<file path="src/rtl/uart_rx_pkg.sv">
// uart_rx_pkg: shared state encoding, counter widths and phase helper for the UART receive controller
package uart_rx_pkg;
    localparam int BIT_CNT_W = 4;
    localparam logic [BIT_CNT_W-1:0] BIT_START = '0;
    localparam int STATE_W = 3;
    typedef enum logic [STATE_W-1:0] {
        ST_IDLE   = 3'd0,
        ST_START  = 3'd1,
        ST_DATA   = 3'd2,
        ST_PARITY = 3'd3,
        ST_STOP   = 3'd4,
        ST_CHECK  = 3'd5
    } state_t;
    // true in the phases where the line is being sampled and the counters run
    function automatic logic is_counting(input state_t s);
        return s inside {ST_START, ST_DATA, ST_PARITY, ST_STOP};
    endfunction
endpackage

</file>
<file path="src/rtl/uart_rx_edge_bit_cnt.sv">
// uart_rx_edge_bit_cnt: oversampling edge counter modulo i_mod with a bit counter advanced on each wrap
module uart_rx_edge_bit_cnt
    import uart_rx_pkg::*;
#(
    parameter int PRESCALE_W = 6
) (
    input  logic                  CLK,
    input  logic                  RST,
    input  logic                  i_en,
    input  logic [PRESCALE_W-1:0] i_mod,
    output logic [PRESCALE_W-1:0] o_edge_cnt,
    output logic [BIT_CNT_W-1:0]  o_bit_cnt,
    output logic                  o_wrap
);
    logic [PRESCALE_W-1:0] r_edge_cnt;
    logic [BIT_CNT_W-1:0]  r_bit_cnt;
    assign o_wrap     = r_edge_cnt == i_mod - PRESCALE_W'(1);
    assign o_edge_cnt = r_edge_cnt;
    assign o_bit_cnt  = r_bit_cnt;
    // dropping the enable clears both counters so the next phase sequence starts from bit 0, edge 0
    always_ff @(posedge CLK) begin
        if (RST || !i_en) begin
            r_edge_cnt <= '0;
            r_bit_cnt  <= BIT_START;
        end else if (o_wrap) begin
            r_edge_cnt <= '0;
            r_bit_cnt  <= r_bit_cnt + BIT_CNT_W'(1);
        end else begin
            r_edge_cnt <= r_edge_cnt + PRESCALE_W'(1);
        end
    end
endmodule

</file>
<file path="src/rtl/uart_rx_ctrl.sv">
// uart_rx_ctrl: UART receive sequencer driving phase enables and qualifying each frame
module uart_rx_ctrl
    import uart_rx_pkg::*;
#(
    parameter int PRESCALE_W = 6,
    parameter int DATA_W     = 8
) (
    input  logic                  CLK,
    input  logic                  RST,
    input  logic                  rx_in,
    input  logic [PRESCALE_W-1:0] prescale,
    input  logic                  par_en,
    input  logic                  strt_glitch,
    input  logic                  par_err,
    input  logic                  stp_err,
    output logic [PRESCALE_W-1:0] edge_cnt,
    output logic [BIT_CNT_W-1:0]  bit_cnt,
    output logic                  dat_samp_en,
    output logic                  strt_chk_en,
    output logic                  deser_en,
    output logic                  par_chk_en,
    output logic                  stp_chk_en,
    output logic                  data_valid,
    output logic                  frame_err
);
    state_t                r_state, w_next;
    logic [PRESCALE_W-1:0] r_prescale;
    logic                  r_par_en, r_par_err_q;
    logic                  w_wrap, w_start, w_cnt_en, w_err;
    assign w_start = (r_state == ST_IDLE || r_state == ST_CHECK) && !rx_in;
    assign w_err   = stp_err | r_par_err_q;
    uart_rx_edge_bit_cnt #(.PRESCALE_W(PRESCALE_W)) u_cnt (
        .CLK        (CLK),
        .RST        (RST),
        .i_en       (w_cnt_en),
        .i_mod      (r_prescale),
        .o_edge_cnt (edge_cnt),
        .o_bit_cnt  (bit_cnt),
        .o_wrap     (w_wrap)
    );
    // next state, phase enables and the CHECK-cycle verdict
    always_comb begin
        w_next = r_state;
        unique case (r_state)
            ST_IDLE:   w_next = rx_in ? ST_IDLE : ST_START;
            ST_START:  w_next = w_wrap ? ST_DATA : ST_START;
            ST_DATA:
                if (bit_cnt == BIT_CNT_W'(1) && edge_cnt == '0 && strt_glitch)
                    w_next = ST_IDLE;
                else if (bit_cnt == BIT_CNT_W'(DATA_W) && w_wrap)
                    w_next = r_par_en ? ST_PARITY : ST_STOP;
            ST_PARITY: w_next = w_wrap ? ST_STOP : ST_PARITY;
            ST_STOP:   w_next = w_wrap ? ST_CHECK : ST_STOP;
            ST_CHECK:  w_next = rx_in ? ST_IDLE : ST_START;
            default:   w_next = ST_IDLE;
        endcase
        w_cnt_en    = is_counting(r_state) && is_counting(w_next);
        dat_samp_en = is_counting(r_state);
        strt_chk_en = r_state == ST_START;
        deser_en    = r_state == ST_DATA;
        par_chk_en  = r_state == ST_PARITY;
        stp_chk_en  = r_state == ST_STOP;
        data_valid  = r_state == ST_CHECK && !w_err;
        frame_err   = r_state == ST_CHECK && w_err;
    end
    // state register
    always_ff @(posedge CLK) begin
        r_state <= RST ? ST_IDLE : w_next;
    end
    // oversampling ratio and parity mode are frozen for the whole frame once the start edge is seen
    always_ff @(posedge CLK) begin
        if (RST) begin
            r_prescale <= '0;
            r_par_en   <= 1'b0;
        end else if (w_start) begin
            r_prescale <= prescale;
            r_par_en   <= par_en;
        end
    end
    // parity verdict is taken on entering STOP, when the parity checker has seen the whole parity bit
    always_ff @(posedge CLK) begin
        if (RST || r_state == ST_IDLE)
            r_par_err_q <= 1'b0;
        else if (r_state == ST_STOP && edge_cnt == '0)
            r_par_err_q <= par_err;
    end
endmodule

</file>
<file path="config.mk">
export PLATFORM = sky130hd
export DESIGN_NAME = uart_rx_ctrl
export DESIGN_NICKNAME = d
export VERILOG_FILES = /design/src/rtl/uart_rx_pkg.sv /design/src/rtl/uart_rx_edge_bit_cnt.sv /design/src/rtl/uart_rx_ctrl.sv
export SDC_FILE = /design/constraint.sdc
export NUM_CORES = 1
export LEC_CHECK = 0
export CORE_MARGIN = 4
export CORE_UTILIZATION = 44
export CTS_CLUSTER_SIZE = 25
export DETAILED_ROUTE_END_ITERATION = 12
export PLACE_DENSITY = 0.79
export SLEW_MARGIN = 25
export SYNTH_ARGS = -nofsm -noshare
export SYNTH_HDL_FRONTEND = slang
export SYNTH_SLANG_ARGS = --single-unit
</file>
<file path="constraint.sdc">
create_clock -name CLK -period 2.05 [get_ports CLK]
set_input_delay 0.3075 -clock CLK [delete_from_list [all_inputs] [get_ports CLK]]
set_output_delay 0.3075 -clock CLK [all_outputs]
set_load 0.005 [all_outputs]
</file>
### Word level (Yosys, flattened, before mapping)

Cells that the tools add are included.

| cells by class | value |
|---|---|
| add/sub/neg operators | 3 |
| equal/unequal tests | 12 |
| muxes and demuxes | 8 |
| bitwise logic cells | 1 |
| reductions and logical operators | 20 |

Operators by type and width:

| operator | number |
|---|---|
| 3-bit case mux with 5 select lines | 1 |
| 3-bit by 2-bit == test with 1-bit output (second input constant) | 4 |
| 3-bit 2-to-1 mux | 4 |
| 3-bit == test (second input constant) | 3 |
| 1-bit logical AND | 8 |
| 4-bit nonzero test | 2 |
| 6-bit by 1-bit adder with 6-bit output (second input constant) | 1 |
| 3-bit by 1-bit == test with 1-bit output (second input constant) | 2 |
| 6-bit == test | 1 |
| 6-bit logical NOT | 1 |
| 6-bit by 1-bit subtractor with 6-bit output (second input constant) | 1 |
| 4-bit by 1-bit adder with 4-bit output (second input constant) | 1 |
| 4-bit by 1-bit == test with 1-bit output (second input constant) | 1 |
| 4-bit == test (second input constant) | 1 |
| 2-bit OR reduction | 2 |
| 1-bit logical NOT | 3 |
| 3-bit logical NOT | 1 |
| 1-bit logical OR | 3 |
| 1-bit 2-to-1 mux | 2 |
| 2-bit 2-to-1 mux | 1 |
| 1-bit bitwise OR | 1 |

| storage, ports and cells | value |
|---|---|
| register bits after elaboration | 21 |
| input bits | 13 |
| output and inout port bits | 17 |
| logic and storage cells | 50 |

### Logic depth before layout (Yosys ltp)

| depth | value |
|---|---|
| depth in word-level cells | 12 |
| depth in mapped cells | 9 |

### Cells and area by module

A second synthesis with hierarchy kept.

| second synthesis, totals | value |
|---|---|
| cell total of the unflattened synthesis | 146 |
| area, all modules | 1,345.0 sq um |

By module, submodules not included:

| module | instances | cells each | area each (sq um) | sequential area each (sq um) |
|---|---|---|---|---|
| uart_rx_ctrl | 1 | 76 | 700.7 | 220.2 |
| uart_rx_edge_bit_cnt | 1 | 70 | 644.4 | 200.2 |

### Worst setup path after synthesis

OpenSTA, ideal clock, no wires.

| path | value |
|---|---|
| path type | reg2reg |
| start | register r_prescale[0] |
| end | register u_cnt.r_bit_cnt[3], in the netlist u_cnt.o_bit_cnt[3] |
| setup time | 0.070 ns |
| data arrival time | 1.996 ns |
| path slack | -0.016 ns |
| stages on the path, launching flop included | 9 |
| path buffers | 0 |
| period minus slack after synthesis | 2.066 ns |
| cell sequence | dfxtp_1 inv_1 ha_1 o21ba_1 a221oi_2 a41oi_1 nand4b_4 or4_1 a21oi_1 |

| on the way | value |
|---|---|
| longest elaborated chain between the ends | 11 |

RTL lines:

| what | RTL line | text |
|---|---|---|
| start: declaration | uart_rx_ctrl.sv:27 | `logic [PRESCALE_W-1:0] r_prescale;` |
| start signal: assignment | uart_rx_ctrl.sv:76 | `r_prescale <= prescale;` |
| 6-bit by 1-bit subtractor with 6-bit output * | uart_rx_edge_bit_cnt.sv:17 | `assign o_wrap = r_edge_cnt == i_mod - PRESCALE_W'(1);` |
| 6-bit == test * | uart_rx_edge_bit_cnt.sv:17 |  |
| 1-bit logical AND | uart_rx_ctrl.sv:50 | `else if (bit_cnt == BIT_CNT_W'(DATA_W) && w_wrap)` |
| 3-bit 2-to-1 mux | uart_rx_ctrl.sv:50 |  |
| 3-bit 2-to-1 mux | uart_rx_ctrl.sv:48 | `if (bit_cnt == BIT_CNT_W'(1) && edge_cnt == '0 && strt_glitch)` |
| 3-bit case mux with 5 select lines | uart_rx_ctrl.sv:44 | `unique case (r_state)` |
| 3-bit by 1-bit == test with 1-bit output (tied with other cells) | uart_rx_pkg.sv:16 | `return s inside {ST_START, ST_DATA, ST_PARITY, ST_STOP};` |
| 4-bit nonzero test | uart_rx_pkg.sv:16 |  |
| 1-bit logical AND | uart_rx_ctrl.sv:57 | `w_cnt_en = is_counting(r_state) && is_counting(w_next);` |
| 1-bit logical NOT | uart_rx_edge_bit_cnt.sv:22 | `if (RST \|\| !i_en) begin` |
| 1-bit logical OR | uart_rx_edge_bit_cnt.sv:22 |  |
| end signal: assignment | uart_rx_edge_bit_cnt.sv:27 | `r_bit_cnt <= r_bit_cnt + BIT_CNT_W'(1);` |
| end: declaration | uart_rx_edge_bit_cnt.sv:16 | `logic [BIT_CNT_W-1:0] r_bit_cnt;` |

Every way passes the cells marked *; elsewhere a longest branch is shown, timed or not.
A chain may end at the register's enable or synchronous reset.

### Final worst setup path

| path | value |
|---|---|
| start | register r_prescale[1] |
| end | register u_cnt.r_bit_cnt[2], in the netlist u_cnt.o_bit_cnt[2] |

The elaborated chain is that of the path after synthesis.

==> impl_metrics.toml <==
[routing]
dr.pass1.iters = 4
vias_per_cell = 5.185
drc = 0
vias = 1151
drt_wl_total_um = 2967
wl_per_cell_um = 13.36
drtIter0Drc = 70
ant_nets = 0

[placed_design]
dpl-instance-area_um2 = 1625
portBuffers = 29
gp_routability_congestion = 0.7888
dp_hpwl_um = 2222

[global_routing]
antenna_found_initial = 0
grt_pass1_vias = 1098
grt_pass1_wl_um = 4581
grt_max_degree = 13
grt_overflow = 0
grt_util_all_layers = 0.1611

[sta]
setup_violations = 1
worstMarginPinSlew_ps = 374.3
drv_slew = 0
whs_ps = 529.7
rsz0062_at_grt = "true"
fin_crit_sh = 1.015
timing.fmax_mhz = 480.5
max_slew_margin = 0.7505
setup_ws_ps = -31.29
finalClockSkew_ps = 1.135
period_needed_ps = 2081
hold_viol = 0

[power_and_ir_drop]
power_density_nw_per_um2 = 476.5
irDropWorstVdd_mv = 0.4164
p_leak_nw = 0.6822

[synthesis]
synth_edf_count = 0
synth-seq-area-share = 0.3363
async_flop_share = 0
syn_nets = 169
syn_area_per_cell_um2 = 8.333
synthFlopType = "dfxtp_1"
synth_area_um2 = 1250
synth_warnings = 0
synth_cell_types = 36
synthCells = 150
synth_seq_cells = 21

[layout]
final_nets = 211
drive_gt1_frac = 0.1885
area_growth_syn_to_layout_pct = 38.64
fin_util = 0.6339
antennaDiodeCount = 0
layout_commonest_cell = "clkdlybuf4s50_1"
final_cell_mix = "clkdlybuf4s50_1 (29), nor2_1 (27), dfxtp_1 (17)"
postLayoutCellArea_um2 = 1733

[worst_hold_path]
hold_path.class = "register to register"
hp-start = "u_cnt.o_bit_cnt[1]"

[floorplan]
rows = 19
initial_core_util = 0.4572
die_h_um = 61.30
die-width_um = 61.30
die-area_um2 = 3758
core_area_um2 = 2734
io_pins = 30

[critical_path]
crit_type = "register to register"
arrival_ps = 2330
crit-reg2reg-launch = "r_prescale[1]"
startpoint = "r_prescale[1]"
critPathMaxFanout = 5
startpoint_type = "register"
worst_setup_path_end_kind = "register"
cp.required_ps = 2300

[cts]
h-tree-depth = 1
cts.sinks = 21
cts_tree = "done"
clkLatencyLatePin_ps = 300
clk_pin_slew_ps = 120
numCtsBuffers = 3
cts_root_buffer = "clkbuf_4"
hold_buffers = 0
cts_buffer_depth = 2

[run_status]
violations = "setup timing"
status = "complete, but fails checks"

[run]
maxCapViolCount = 0
[synthesized netlist by cell type (4+ instances only)]
master | instances | share of area
nor2_1 | 27 | 0.081
dfxtp_1 | 21 | 0.34
nand2_1 | 12 | 0.036
xnor2_1 | 10 | 0.070
a21oi_1 | 8 | 0.032
mux2i_1 | 8 | 0.064
inv_1 | 7 | 0.021
ha_1 | 6 | 0.060
nor3_1 | 6 | 0.024
clkbuf_1 | 5 | 0.015
nand3_1 | 5 | 0.020
xor2_1 | 4 | 0.028
[layout make-up]
| class | count | area [um2] |
|---|---|---|
| fill | 232 | 1001 |
| multi-input combinational | 115 | 813.3 |
| sequential | 21 | 425.4 |
| timing repair buffer | 44 | 402.9 |
| tap | 31 | 38.79 |
| clock buffer | 4 | 26.28 |
| inverter | 7 | 26.28 |
[stage by stage]
step           power [mW]  cells  setup slack, ps  setup TNS [ps]
2_1_floorplan      0.5464    150            28.40               0
3_3_place_gp       0.6026    214            56.46               0
3_5_place_dp       0.6093    214           -29.89          -55.28
4_1_cts            0.8067    219            14.95               0
5_1_grt            0.8597    222           -122.7          -293.5
6_report           0.8258    222           -31.29          -31.29
[kinds of logic (layout without fill, tap and decap cells)]
| logic type | after synthesis | count (layout) | share of synthesized area |
|---|---|---|---|
| multiplexers | 8 | 8 | 0.06407 |
| buffers and inverters | 14 | 55 | 0.05106 |
| flip-flops | 21 | 21 | 0.3363 |
| AO/OA/AOI/OAI | 18 | 18 | 0.1061 |
| XOR/XNOR | 14 | 14 | 0.09809 |
| AND/OR/NAND/NOR | 69 | 69 | 0.2843 |
| adder cells (fa/ha/maj) | 6 | 6 | 0.06006 |
[path summary, 6_finish.rpt]
path,end,slack [ps],cells after the start
hold reg to reg,u_cnt.o_bit_cnt[1],530,2
setup / recovery,u_cnt.o_bit_cnt[2],-30,8
hold / removal,u_cnt.o_bit_cnt[1],530,2
setup reg to reg,u_cnt.o_bit_cnt[2],-30,8
[power by group]
group | total (mW) | leakage, nW | internal [mW] | switching, mW
clock network | 0.204 | 0.0150 | 0.0759 | 0.128
logic | 0.187 | 0.495 | 0.100 | 0.0864
registers | 0.435 | 0.172 | 0.422 | 0.0136
[what timing repair did]
| item | 4_1_cts | 5_1_grt |
|---|---|---|
| endpoints found under the hold margin | 0 | 0 |
| endpoints found under the setup margin | 2 | 6 |
| pin swaps | 1 | 7 |
| resized for setup | 1 | 15 |
| buffers inserted | 1 | 3 |
| gates cloned | 0 | 0 |
[registers in the layout, indices dropped and copies added (netlist names)]
signal / cells
r_state: 3
u_cnt.o_edge_cnt: 6
u_cnt.o_bit_cnt: 4
r_par_en: 1
r_prescale: 6
r_par_err_q: 1
[critical path, cell delays in order (launching register included)]
cell and delay, ps:
dfxtp_2 360, inv_2 40, ha_4 170, o21ba_4 190, a221oi_2 330, a41oi_2 80
nand4b_4 220, or4b_1 520, a21oi_1 130
[per-layer routing]
layer,vias up,track usage,wire [um]
met5,-,0,0
met4,0,0.05882,42
met3,4,0.02516,112
met2,22,0.2855,1487
met1,535,0.1952,1324
li1,590,-,-
Power figures use the tool's default switching activity.
